--- src/rtl/alu_pkg.sv ---
// rtl/alu_pkg.sv - shared ALU opcodes and multiply sequencer state encoding
// Ports: none (package). Imported by the ALU and every ALU user.
package alu_pkg;

   localparam logic [2:0] ALU_ADD    = 3'd0;
   localparam logic [2:0] ALU_SUBST  = 3'd1;
   localparam logic [2:0] ALU_SHIFTR = 3'd2;
   localparam logic [2:0] ALU_SHIFTL = 3'd3;
   localparam logic [2:0] ALU_AND    = 3'd4;
   localparam logic [2:0] ALU_OR     = 3'd5;
   localparam logic [2:0] ALU_NOT    = 3'd6;
   localparam logic [2:0] ALU_XOR    = 3'd7;

   typedef enum logic [2:0] {
      MUL_IDLE = 3'd0,
      MUL_ADD  = 3'd1,
      MUL_SHL  = 3'd2,
      MUL_SHR  = 3'd3,
      MUL_DONE = 3'd4
   } mul_state_t;

endpackage

--- src/rtl/alu_mul_sequencer_if.sv ---
// rtl/alu_mul_sequencer_if.sv - request/result and ALU-borrow bundle of the multiply sequencer
// Signals: start, abort, op_a, op_b (request); result, ovf, done, busy (response);
//          alu_own, alu_in1, alu_in2, alu_mode (to ALU mux); alu_out (from ALU).
// master: control unit plus ALU side; slave: the sequencer.
interface alu_mul_sequencer_if #(
   parameter int WIDTH = 16
);
   logic             start;
   logic             abort;
   logic [WIDTH-1:0] op_a;
   logic [WIDTH-1:0] op_b;
   logic [WIDTH-1:0] result;
   logic             ovf;
   logic             done;
   logic             busy;
   logic             alu_own;
   logic [WIDTH-1:0] alu_in1;
   logic [WIDTH-1:0] alu_in2;
   logic [2:0]       alu_mode;
   logic [WIDTH-1:0] alu_out;

   modport master (
      output start, abort, op_a, op_b, alu_out,
      input  result, ovf, done, busy, alu_own, alu_in1, alu_in2, alu_mode
   );

   modport slave (
      input  start, abort, op_a, op_b, alu_out,
      output result, ovf, done, busy, alu_own, alu_in1, alu_in2, alu_mode
   );
endinterface

--- src/rtl/alu_mul_sequencer.sv ---
// rtl/alu_mul_sequencer.sv - shift-and-add unsigned multiplier that borrows the shared ALU
// Ports: clk, rst_n (async active-low); bus (alu_mul_sequencer_if.slave):
//        start/abort/op_a/op_b in, result/ovf/done/busy out, alu_own/alu_in1/alu_in2/alu_mode
//        drive the ALU input mux, alu_out returns the ALU result.
// Option: define MUL_EARLY_EXIT_EN to finish as soon as the remaining multiplier bits are zero.
module alu_mul_sequencer
   import alu_pkg::*;
#(
   parameter int WIDTH = 16
) (
   input  logic               clk,
   input  logic               rst_n,
   alu_mul_sequencer_if.slave bus
);

   localparam int CW = $clog2(WIDTH);

   mul_state_t       r_state;
   logic [WIDTH-1:0] r_a;
   logic [WIDTH-1:0] r_b;
   logic [WIDTH-1:0] r_prod;
   logic [WIDTH-1:0] r_result;
   logic [CW-1:0]    r_cnt;
   logic             r_lost;     // a set bit of the multiplicand has been shifted out
   logic             r_ovf_acc;  // overflow of the operation in flight
   logic             r_ovf;      // overflow of the last completed operation

   logic [WIDTH-1:0] w_alu;
   logic             w_last;
   logic             w_exit;
   logic             w_fin;

   assign w_alu  = bus.alu_out;
   assign w_last = (r_cnt == CW'(WIDTH - 1));

`ifdef MUL_EARLY_EXIT_EN
   assign w_exit = w_last || (w_alu == '0);
`else
   assign w_exit = w_last;
`endif

   // abort outranks completion, so a DONE cycle with abort neither pulses done nor commits
   assign w_fin = (r_state == MUL_DONE) && !bus.abort;

   always_ff @(posedge clk or negedge rst_n) begin
      if (!rst_n) begin
         r_state   <= MUL_IDLE;
         r_a       <= '0;
         r_b       <= '0;
         r_prod    <= '0;
         r_result  <= '0;
         r_cnt     <= '0;
         r_lost    <= 1'b0;
         r_ovf_acc <= 1'b0;
         r_ovf     <= 1'b0;
      end else if (bus.abort && (r_state != MUL_IDLE)) begin
         r_state <= MUL_IDLE;
      end else begin
         case (r_state)
            MUL_IDLE: begin
               if (bus.start) begin
                  r_a       <= bus.op_a;
                  r_b       <= bus.op_b;
                  r_prod    <= '0;
                  r_cnt     <= '0;
                  r_lost    <= 1'b0;
                  r_ovf_acc <= 1'b0;
                  r_state   <= bus.op_b[0] ? MUL_ADD : MUL_SHL;
               end
            end
            MUL_ADD: begin
               r_prod <= w_alu;
               // a wrapped sum, or adding a multiplicand that already lost a bit, overflows
               if ((w_alu < r_prod) || r_lost) begin
                  r_ovf_acc <= 1'b1;
               end
               r_state <= MUL_SHL;
            end
            MUL_SHL: begin
               r_a <= w_alu;
               if (r_a[WIDTH-1]) begin
                  r_lost <= 1'b1;
               end
               r_state <= MUL_SHR;
            end
            MUL_SHR: begin
               r_b <= w_alu;
               if (w_exit) begin
                  r_state <= MUL_DONE;
               end else begin
                  r_cnt   <= r_cnt + CW'(1);
                  r_state <= w_alu[0] ? MUL_ADD : MUL_SHL;
               end
            end
            MUL_DONE: begin
               r_result <= r_prod;
               r_ovf    <= r_ovf_acc;
               r_state  <= MUL_IDLE;
            end
            default: r_state <= MUL_IDLE;
         endcase
      end
   end

   always_comb begin
      bus.alu_in1  = '0;
      bus.alu_in2  = '0;
      bus.alu_mode = ALU_ADD;
      case (r_state)
         MUL_ADD: begin
            bus.alu_in1 = r_prod;
            bus.alu_in2 = r_a;
         end
         MUL_SHL: begin
            bus.alu_in1  = r_a;
            bus.alu_in2  = WIDTH'(1);
            bus.alu_mode = ALU_SHIFTL;
         end
         MUL_SHR: begin
            bus.alu_in1  = r_b;
            bus.alu_in2  = WIDTH'(1);
            bus.alu_mode = ALU_SHIFTR;
         end
         default: ;
      endcase
   end

   assign bus.busy    = (r_state != MUL_IDLE);
   assign bus.alu_own = bus.busy;
   assign bus.done    = w_fin;
   // bypass makes the new product visible in the done cycle itself
   assign bus.result  = w_fin ? r_prod : r_result;
   assign bus.ovf     = w_fin ? r_ovf_acc : r_ovf;

endmodule

--- src/flat_wrapper.sv ---
// flat-port wrapper written by rule: the top's interface ports become plain ports
module alu_mul_sequencer_flat import alu_pkg::*;
#(
   parameter int WIDTH = 16
)
  (clk, rst_n, bus_start, bus_abort, bus_op_a, bus_op_b, bus_alu_out, bus_result, bus_ovf, bus_done, bus_busy, bus_alu_own, bus_alu_in1, bus_alu_in2, bus_alu_mode);
  alu_mul_sequencer_if #(.WIDTH(WIDTH)) bus_i ();
  input  logic clk;
  input  logic rst_n;
  input wire logic [$bits(bus_i.start)-1:0] bus_start;
  input wire logic [$bits(bus_i.abort)-1:0] bus_abort;
  input wire logic [$bits(bus_i.op_a)-1:0] bus_op_a;
  input wire logic [$bits(bus_i.op_b)-1:0] bus_op_b;
  input wire logic [$bits(bus_i.alu_out)-1:0] bus_alu_out;
  output wire logic [$bits(bus_i.result)-1:0] bus_result;
  output wire logic [$bits(bus_i.ovf)-1:0] bus_ovf;
  output wire logic [$bits(bus_i.done)-1:0] bus_done;
  output wire logic [$bits(bus_i.busy)-1:0] bus_busy;
  output wire logic [$bits(bus_i.alu_own)-1:0] bus_alu_own;
  output wire logic [$bits(bus_i.alu_in1)-1:0] bus_alu_in1;
  output wire logic [$bits(bus_i.alu_in2)-1:0] bus_alu_in2;
  output wire logic [$bits(bus_i.alu_mode)-1:0] bus_alu_mode;
  assign bus_i.start = bus_start;
  assign bus_i.abort = bus_abort;
  assign bus_i.op_a = bus_op_a;
  assign bus_i.op_b = bus_op_b;
  assign bus_i.alu_out = bus_alu_out;
  assign bus_result = bus_i.result;
  assign bus_ovf = bus_i.ovf;
  assign bus_done = bus_i.done;
  assign bus_busy = bus_i.busy;
  assign bus_alu_own = bus_i.alu_own;
  assign bus_alu_in1 = bus_i.alu_in1;
  assign bus_alu_in2 = bus_i.alu_in2;
  assign bus_alu_mode = bus_i.alu_mode;
  alu_mul_sequencer #(.WIDTH(WIDTH)) u_core (.clk(clk), .rst_n(rst_n), .bus(bus_i));
endmodule
--- config.mk ---
export PLATFORM = sky130hd
export DESIGN_NAME = alu_mul_sequencer_flat
export DESIGN_NICKNAME = d
export VERILOG_FILES = /design/src/rtl/alu_pkg.sv /design/src/rtl/alu_mul_sequencer_if.sv /design/src/rtl/alu_mul_sequencer.sv /design/src/flat_wrapper.sv
export SDC_FILE = /design/constraint.sdc
export NUM_CORES = 1
export LEC_CHECK = 0
export CORE_ASPECT_RATIO = 2
export CORE_MARGIN = 2
export CORE_UTILIZATION = 54
export DETAILED_ROUTE_END_ITERATION = 10
export PLACE_DENSITY = 0.86
export RECOVER_POWER = 50
export SYNTH_ARGS = -nofsm -noshare
export SYNTH_HDL_FRONTEND = slang
export SYNTH_SLANG_ARGS = --single-unit
export TNS_END_PERCENT = 30
--- constraint.sdc ---
create_clock -name clk -period 4 [get_ports clk]
set_input_delay 0.4 -clock clk [delete_from_list [all_inputs] [get_ports clk]]
set_output_delay 0.4 -clock clk [all_outputs]
set_load 0.01 [all_outputs]
==> results of run 1 <==
==> power by group <==
group | leakage (uW) | switching, uW | internal, uW
sequential | 0.000948 | 262 | 1010
combinational | 0.00151 | 959 | 820
clock | 0.000138 | 292 | 447
==> routing by layer <==
layer / vias up / share of wire, % / GRT usage, %
met3: 28 / 5.3 / 4.62
met2: 152 / 56 / 50.6
met1: 1815 / 36 / 32.4
met4: 0 / 3.5 / 15.2
met5: - / 0 / 0
li1: 1725 / - / -
==> flip-flops by register name (all words and copies together) (netlist names) <==
name,flops
u_core.r_state,3
u_core.r_a,16
u_core.r_result,16
u_core.r_b,16
u_core.r_ovf,1
u_core.r_prod,16
u_core.r_ovf_acc,1
u_core.r_lost,1
u_core.r_cnt,4
==> area by class of cell <==
class	count	share of cell area (%)
multi-input combinational	314	39.1
inverter	17	1.14
timing repair buffer	114	19.8
tap	96	2.14
clock inverter	3	0.267
sequential	74	33.0
clock buffer	12	4.57
==> logic make-up (layout without fill, tap and decap cells) <==
group / Yosys count / after routing / share of synthesized area [%]
other: 1 / 1 / 0.0865
muxes: 68 / 68 / 16.9
DFF: 74 / 74 / 42.7
AOI/OAI and AO/OA: 102 / 102 / 15.0
adders and majority gates: 16 / 16 / 4.62
and+or+nand+nor: 125 / 125 / 14.2
buffers and inverters: 52 / 146 / 6.09
xor gates and xnor gates: 2 / 2 / 0.404
==> per-stage QoR <==
step	util (%)	cells	area [um2]	hold WS (ns)	total power [uW]
floorplan	-	440	4330	0.104	2350
global placement	68.2	615	5380	0.484	2960
detailed placement	68.2	615	5380	0.496	3040
CTS	71.6	630	5650	0.240	3800
global route	71.2	630	5610	0.515	4030
finish	71.2	630	5610	0.504	3790
==> critical path, stage by stage, from the launching register on <==
cell      delay [ns]
dfrtp_1         0.78
or3b_4          0.58
a21oi_4         0.14
clkbuf_1        1.15
and2_4          0.37
mux2_4          0.30
==> how the worst max path moves through the flow <==
stage	slack, ns	start	endpoint	cells past startpoint
2_1_floorplan	2.02	u_core.r_state[0]	bus_result[10]	4
3_3_place_gp	1.11	bus_abort	bus_result[4]	5
3_5_place_dp	1.03	bus_abort	bus_result[2]	5
4_1_cts	0.72	u_core.r_state[1]	bus_result[2]	4
5_1_grt	0.37	u_core.r_state[1]	u_core.r_cnt[0]	5
6_report	0.56	u_core.r_state[1]	u_core.r_cnt[1]	5
==> synth_stat cells (all sizes together) (16+ instances only) <==
library cell,count,share of area [%]
a22o,16,3.2
nor2,49,4.6
a21oi,27,3.4
nand2,36,3.1
ha,16,4.6
a22oi,16,2.8
mux2,37,9.8
dfrtp,74,43
and3,17,2.5
inv,17,1.5
buf,25,3.8
mux2i,31,7.2
o21ai,33,3.8
==> cell usage in the layout (no fill, tap or decap), types with 2 or more instances in the layout <==
cell	n
clkinv_2	3
o21ai_0	19
nand2_1	36
a22o_1	16
buf_4	8
nand3_1	4
and2_0	2
mux2_4	2
clkbuf_16	9
clkbuf_1	2
nand3b_1	2
clkdlybuf4s50_1	104
nor3_1	3
nand4_1	2
mux2i_1	31
and3_1	17
mux2_2	34
nor2_1	46
clkbuf_8	2
nor2_4	2
a211oi_1	4
a22oi_1	16
ha_1	16
nor2b_1	5
dfrtp_1	74
inv_1	17
a21oi_1	26
o21ai_1	14
xor2_1	2
==> results_dict.tcl, run 1 <==
set metrics [dict create \
    min-delay-start "u_core.r_result[13]" \
    power_density_nw_per_um2 675 \
    antenna_found_initial 0 \
    dp_worst_setup_slack_ns 1.03 \
    reg2regPathDepth 5 \
    io_buffers 105 \
    fmax_mhz 291 \
    violations "capacitance limit, slew limit" \
    cp.arrival_ns 3.66 \
    cts_tree "yes" \
    cts_sinks 74 \
    worstPathRequired_ns 4.22 \
    ys_seq_area_share_pct 42.7 \
    ctsResizeCount 0 \
    mappedNetlistArea_um2 4330 \
    antenna_left 0 \
    place_congestion 0.874 \
    hold_buffers 0 \
    start_kind "register" \
    multi_input_area_um2 2200 \
    cts_made_buffers 9 \
    min_period_ns 3.44 \
    totalWireLength_um 11900 \
    insertion_delay_ns 0.33 \
    clk_pin_slew_worst_paths_ns 0.05 \
    r2r_slack_ns 0.56 \
    path_max_fanout 35 \
    synth-edff-count 0 \
    ys_types 43 \
    synth-seq-cells 74 \
    pin_count 107 \
    fin_crit_sh_pct 86.0 \
    grtUsageTotal_pct 28.7 \
    setup_tns_ns 0 \
    rows 46 \
    cap_violations 2 \
    viasPerCell 5.90 \
    drc 0 \
    setup_viol 0 \
    routedWlPerCell_um 18.8 \
    drive_gt1_share_pct 12.2 \
    vias 3720 \
    fillerInstances 589 \
    die_w_um 67.4 \
    reg2reg_to "u_core.r_cnt[1]" \
    grt_pass1_wl_um 18700 \
    h-tree-depth 3 \
    grt_max_degree 75 \
    areaGrowthSynthToFinish_pct 29.5 \
    nets 598 \
    drt_iter0_drc 375 \
    hpwl_um 8420 \
    yosysWarnings 0 \
    async_reset_ff_share_pct 100 \
    grt_pass1_vias 3850 \
    diodes 0 \
    timing.rr.start "u_core.r_state[1]" \
    skew_ns 0.00402 \
    path_class "register to register" \
    rsz0062_at_grt "no" \
    min_to "u_core.r_result[13]" \
    hold_class "register to register" \
    core_area_um2 7890 \
    peakVddDrop_mv 0.473 \
    syn_nets 508 \
    post_cts_buffers 0 \
    die-height_um 131 \
    p_leak_uw 0.00259 \
    synth.avg_cell_area_um2 9.85 \
    synthesis.instances 440 \
    ys.flop_type "dfrtp_1" \
    first_pass_iters 6 \
    finalMaxSlewViolations 111 \
    start_util_pct 55.0 \
    max_slew_margin_pct -24.4 \
    fin_ws_ns 0.559 \
    gr-total-overflow 0 \
    ff_latch_area_um2 1850 \
    ctsLongestPathBuffers 2 \
    finalHoldViolations 0 \
    die_area_um2 8800 \
    worstMarginPinSlew_ns 1.87 \
    endpoint_kind "register" \
    whs_path_depth 1 \
    status "finished, violations left" \
    cts-root-buf "clkbuf_16" \
]
Note: power is estimated with default switching activity, not from simulation.
==> inputs of run 2 (changes only) <==
--- a/config.mk
+++ b/config.mk
@@ -11,6 +11,7 @@
 export DETAILED_ROUTE_END_ITERATION = 10
 export PLACE_DENSITY = 0.86
 export RECOVER_POWER = 50
+export SETUP_SLACK_MARGIN = 0.5
 export SYNTH_ARGS = -nofsm -noshare
 export SYNTH_HDL_FRONTEND = slang
 export SYNTH_SLANG_ARGS = --single-unit
==> results of run 2 <==
The final DEF is identical to that of run 1; final timing and power are the same.
==> inputs of run 3 (changes only) <==
--- a/config.mk
+++ b/config.mk
@@ -7,9 +7,9 @@
 export LEC_CHECK = 0
 export CORE_ASPECT_RATIO = 2
 export CORE_MARGIN = 2
-export CORE_UTILIZATION = 54
+export CORE_UTILIZATION = 50
 export DETAILED_ROUTE_END_ITERATION = 10
-export PLACE_DENSITY = 0.86
+export PLACE_DENSITY = 0.81
 export RECOVER_POWER = 50
 export SETUP_SLACK_MARGIN = 0.5
 export SYNTH_ARGS = -nofsm -noshare
==> constraint.sdc (replaced) <==
create_clock -name clk -period 3.7 [get_ports clk]
set_input_delay 0.37 -clock clk [delete_from_list [all_inputs] [get_ports clk]]
set_output_delay 0.37 -clock clk [all_outputs]
set_load 0.01 [all_outputs]
==> results_dict.tcl, run 3 (synthesis gave the netlist of run 1 again) <==
set metrics [dict create \
    violations "capacitance limit, slew limit" \
    finalHoldViolations 0 \
    fillerInstances 687 \
    worstPathRequired_ns 3.33 \
    core_area_um2 8530 \
    antenna_left 0 \
    fin_crit_sh_pct 85.0 \
    ctsLongestPathBuffers 2 \
    die-height_um 136 \
    min-delay-start "u_core.r_result[7]" \
    clk_pin_slew_worst_paths_ns 0.06 \
    grt_pass1_wl_um 18500 \
    rsz0062_at_grt "no" \
    totalWireLength_um 11600 \
    h-tree-depth 3 \
    finalMaxSlewViolations 75 \
    power_density_nw_per_um2 724 \
    peakVddDrop_mv 0.454 \
    path_class "register to primary output" \
    path_max_fanout 35 \
    pin_count 107 \
    min_period_ns 3.14 \
    drt_iter0_drc 221 \
    vias 3710 \
    setup_tns_ns 0 \
    die_w_um 69.8 \
    io_buffers 105 \
    setup_viol 0 \
    start_kind "register" \
    cts_made_buffers 9 \
    startpoint "u_core.r_state[1]" \
    diodes 0 \
    p_leak_uw 0.00261 \
    hold_class "register to register" \
    routedWlPerCell_um 18.3 \
    endpoint_kind "primary output" \
    post_cts_buffers 0 \
    grt_pass1_vias 3849 \
    cp.arrival_ns 2.77 \
    die_area_um2 9470 \
    finalNonFillerCells 635 \
    cts_sinks 74 \
    drive_gt1_share_pct 12.9 \
    start_util_pct 50.8 \
    gr-total-overflow 0 \
    post-place-cells 620 \
    final_cell_mix "clkdlybuf4s50_1 (103), dfrtp_1 (74), nor2_1 (46)" \
    drc 0 \
    first_pass_iters 6 \
    cts_tree "yes" \
    grtUsageTotal_pct 25.0 \
    antenna_found_initial 0 \
    fmax_mhz 318 \
    hpwl_um 8470 \
    skew_ns 0.00434 \
    timing.rr.start "u_core.r_state[1]" \
    place_congestion 0.859 \
    rows 48 \
    cap_violations 1 \
    cts-root-buf "clkbuf_16" \
    nets 599 \
    viasPerCell 5.84 \
    worstMarginPinSlew_ns 1.87 \
    insertion_delay_ns 0.33 \
    grt_max_degree 75 \
    areaGrowthSynthToFinish_pct 30.2 \
    max_slew_margin_pct -24.4 \
    final_common_cell "clkdlybuf4s50_1" \
    status "finished, violations left" \
]
## run 3: area by class of cell
type | count | area (um2) | area share (%)
Timing Repair Buffer | 115 | 1120 | 19.9
Multi-Input combinational cell | 314 | 2210 | 39.2
Tap cell | 100 | 125 | 2.22
Sequential cell | 74 | 1850 | 32.8
Inverter | 17 | 63.8 | 1.13
Clock buffer | 12 | 256 | 4.54
Clock inverter | 3 | 15.0 | 0.266
## run 3: worst paths after layout
check	slack, ns	endpoint	cells past startpoint
max	0.56	bus_result[8]	4
min	0.50	u_core.r_result[7]	1
max reg2reg	0.83	u_core.r_cnt[0]	4
min reg2reg	0.50	u_core.r_result[7]	1
max in group asynchronous	2.04	u_core.r_b[10]	1
min in group asynchronous	0.54	u_core.r_result[1]	1
## run 3: report_power, final
| group | total, uW | internal (uW) | switching [uW] |
|---|---|---|---|
| clock | 801 | 483 | 318 |
| sequential | 1360 | 1090 | 269 |
| combinational | 1930 | 894 | 1030 |
| total | 4080 | 2470 | 1620 |
## run 3: repair_timing
item / CTS / global route
setup endpoints to repair: 0 / 17
resized for setup: 0 / 1
hold buffers: 0 / 0
## run 3: worst max-delay path: stages (launching register included)
cell and delay, ns:
dfrtp_1 0.73, nor4b_4 0.38, buf_4 0.45, mux2_2 0.40
clkdlybuf4s50_1 0.48
## run 3: routing by layer
layer  routed length (um)  global-route usage, %
met5                    0                      0
met4                  388                   13.2
met3                  514                   4.32
met2                 6410                   44.6
met1                 4330                   28.2
## run 3: through the flow
step	cell area [um2]	util [%]	setup WS, ns	total power, uW	hold WS (ns)
6_report	5640	66.2	0.555	4080	0.503
5_1_grt	5640	66.2	0.399	4350	0.518
4_1_cts	5660	66.4	0.549	4100	0.221
3_5_place_dp	5390	63.2	0.820	3300	0.493
3_3_place_gp	5390	63.2	0.874	3210	0.483
2_1_floorplan	4330	-	1.75	2540	0.0744
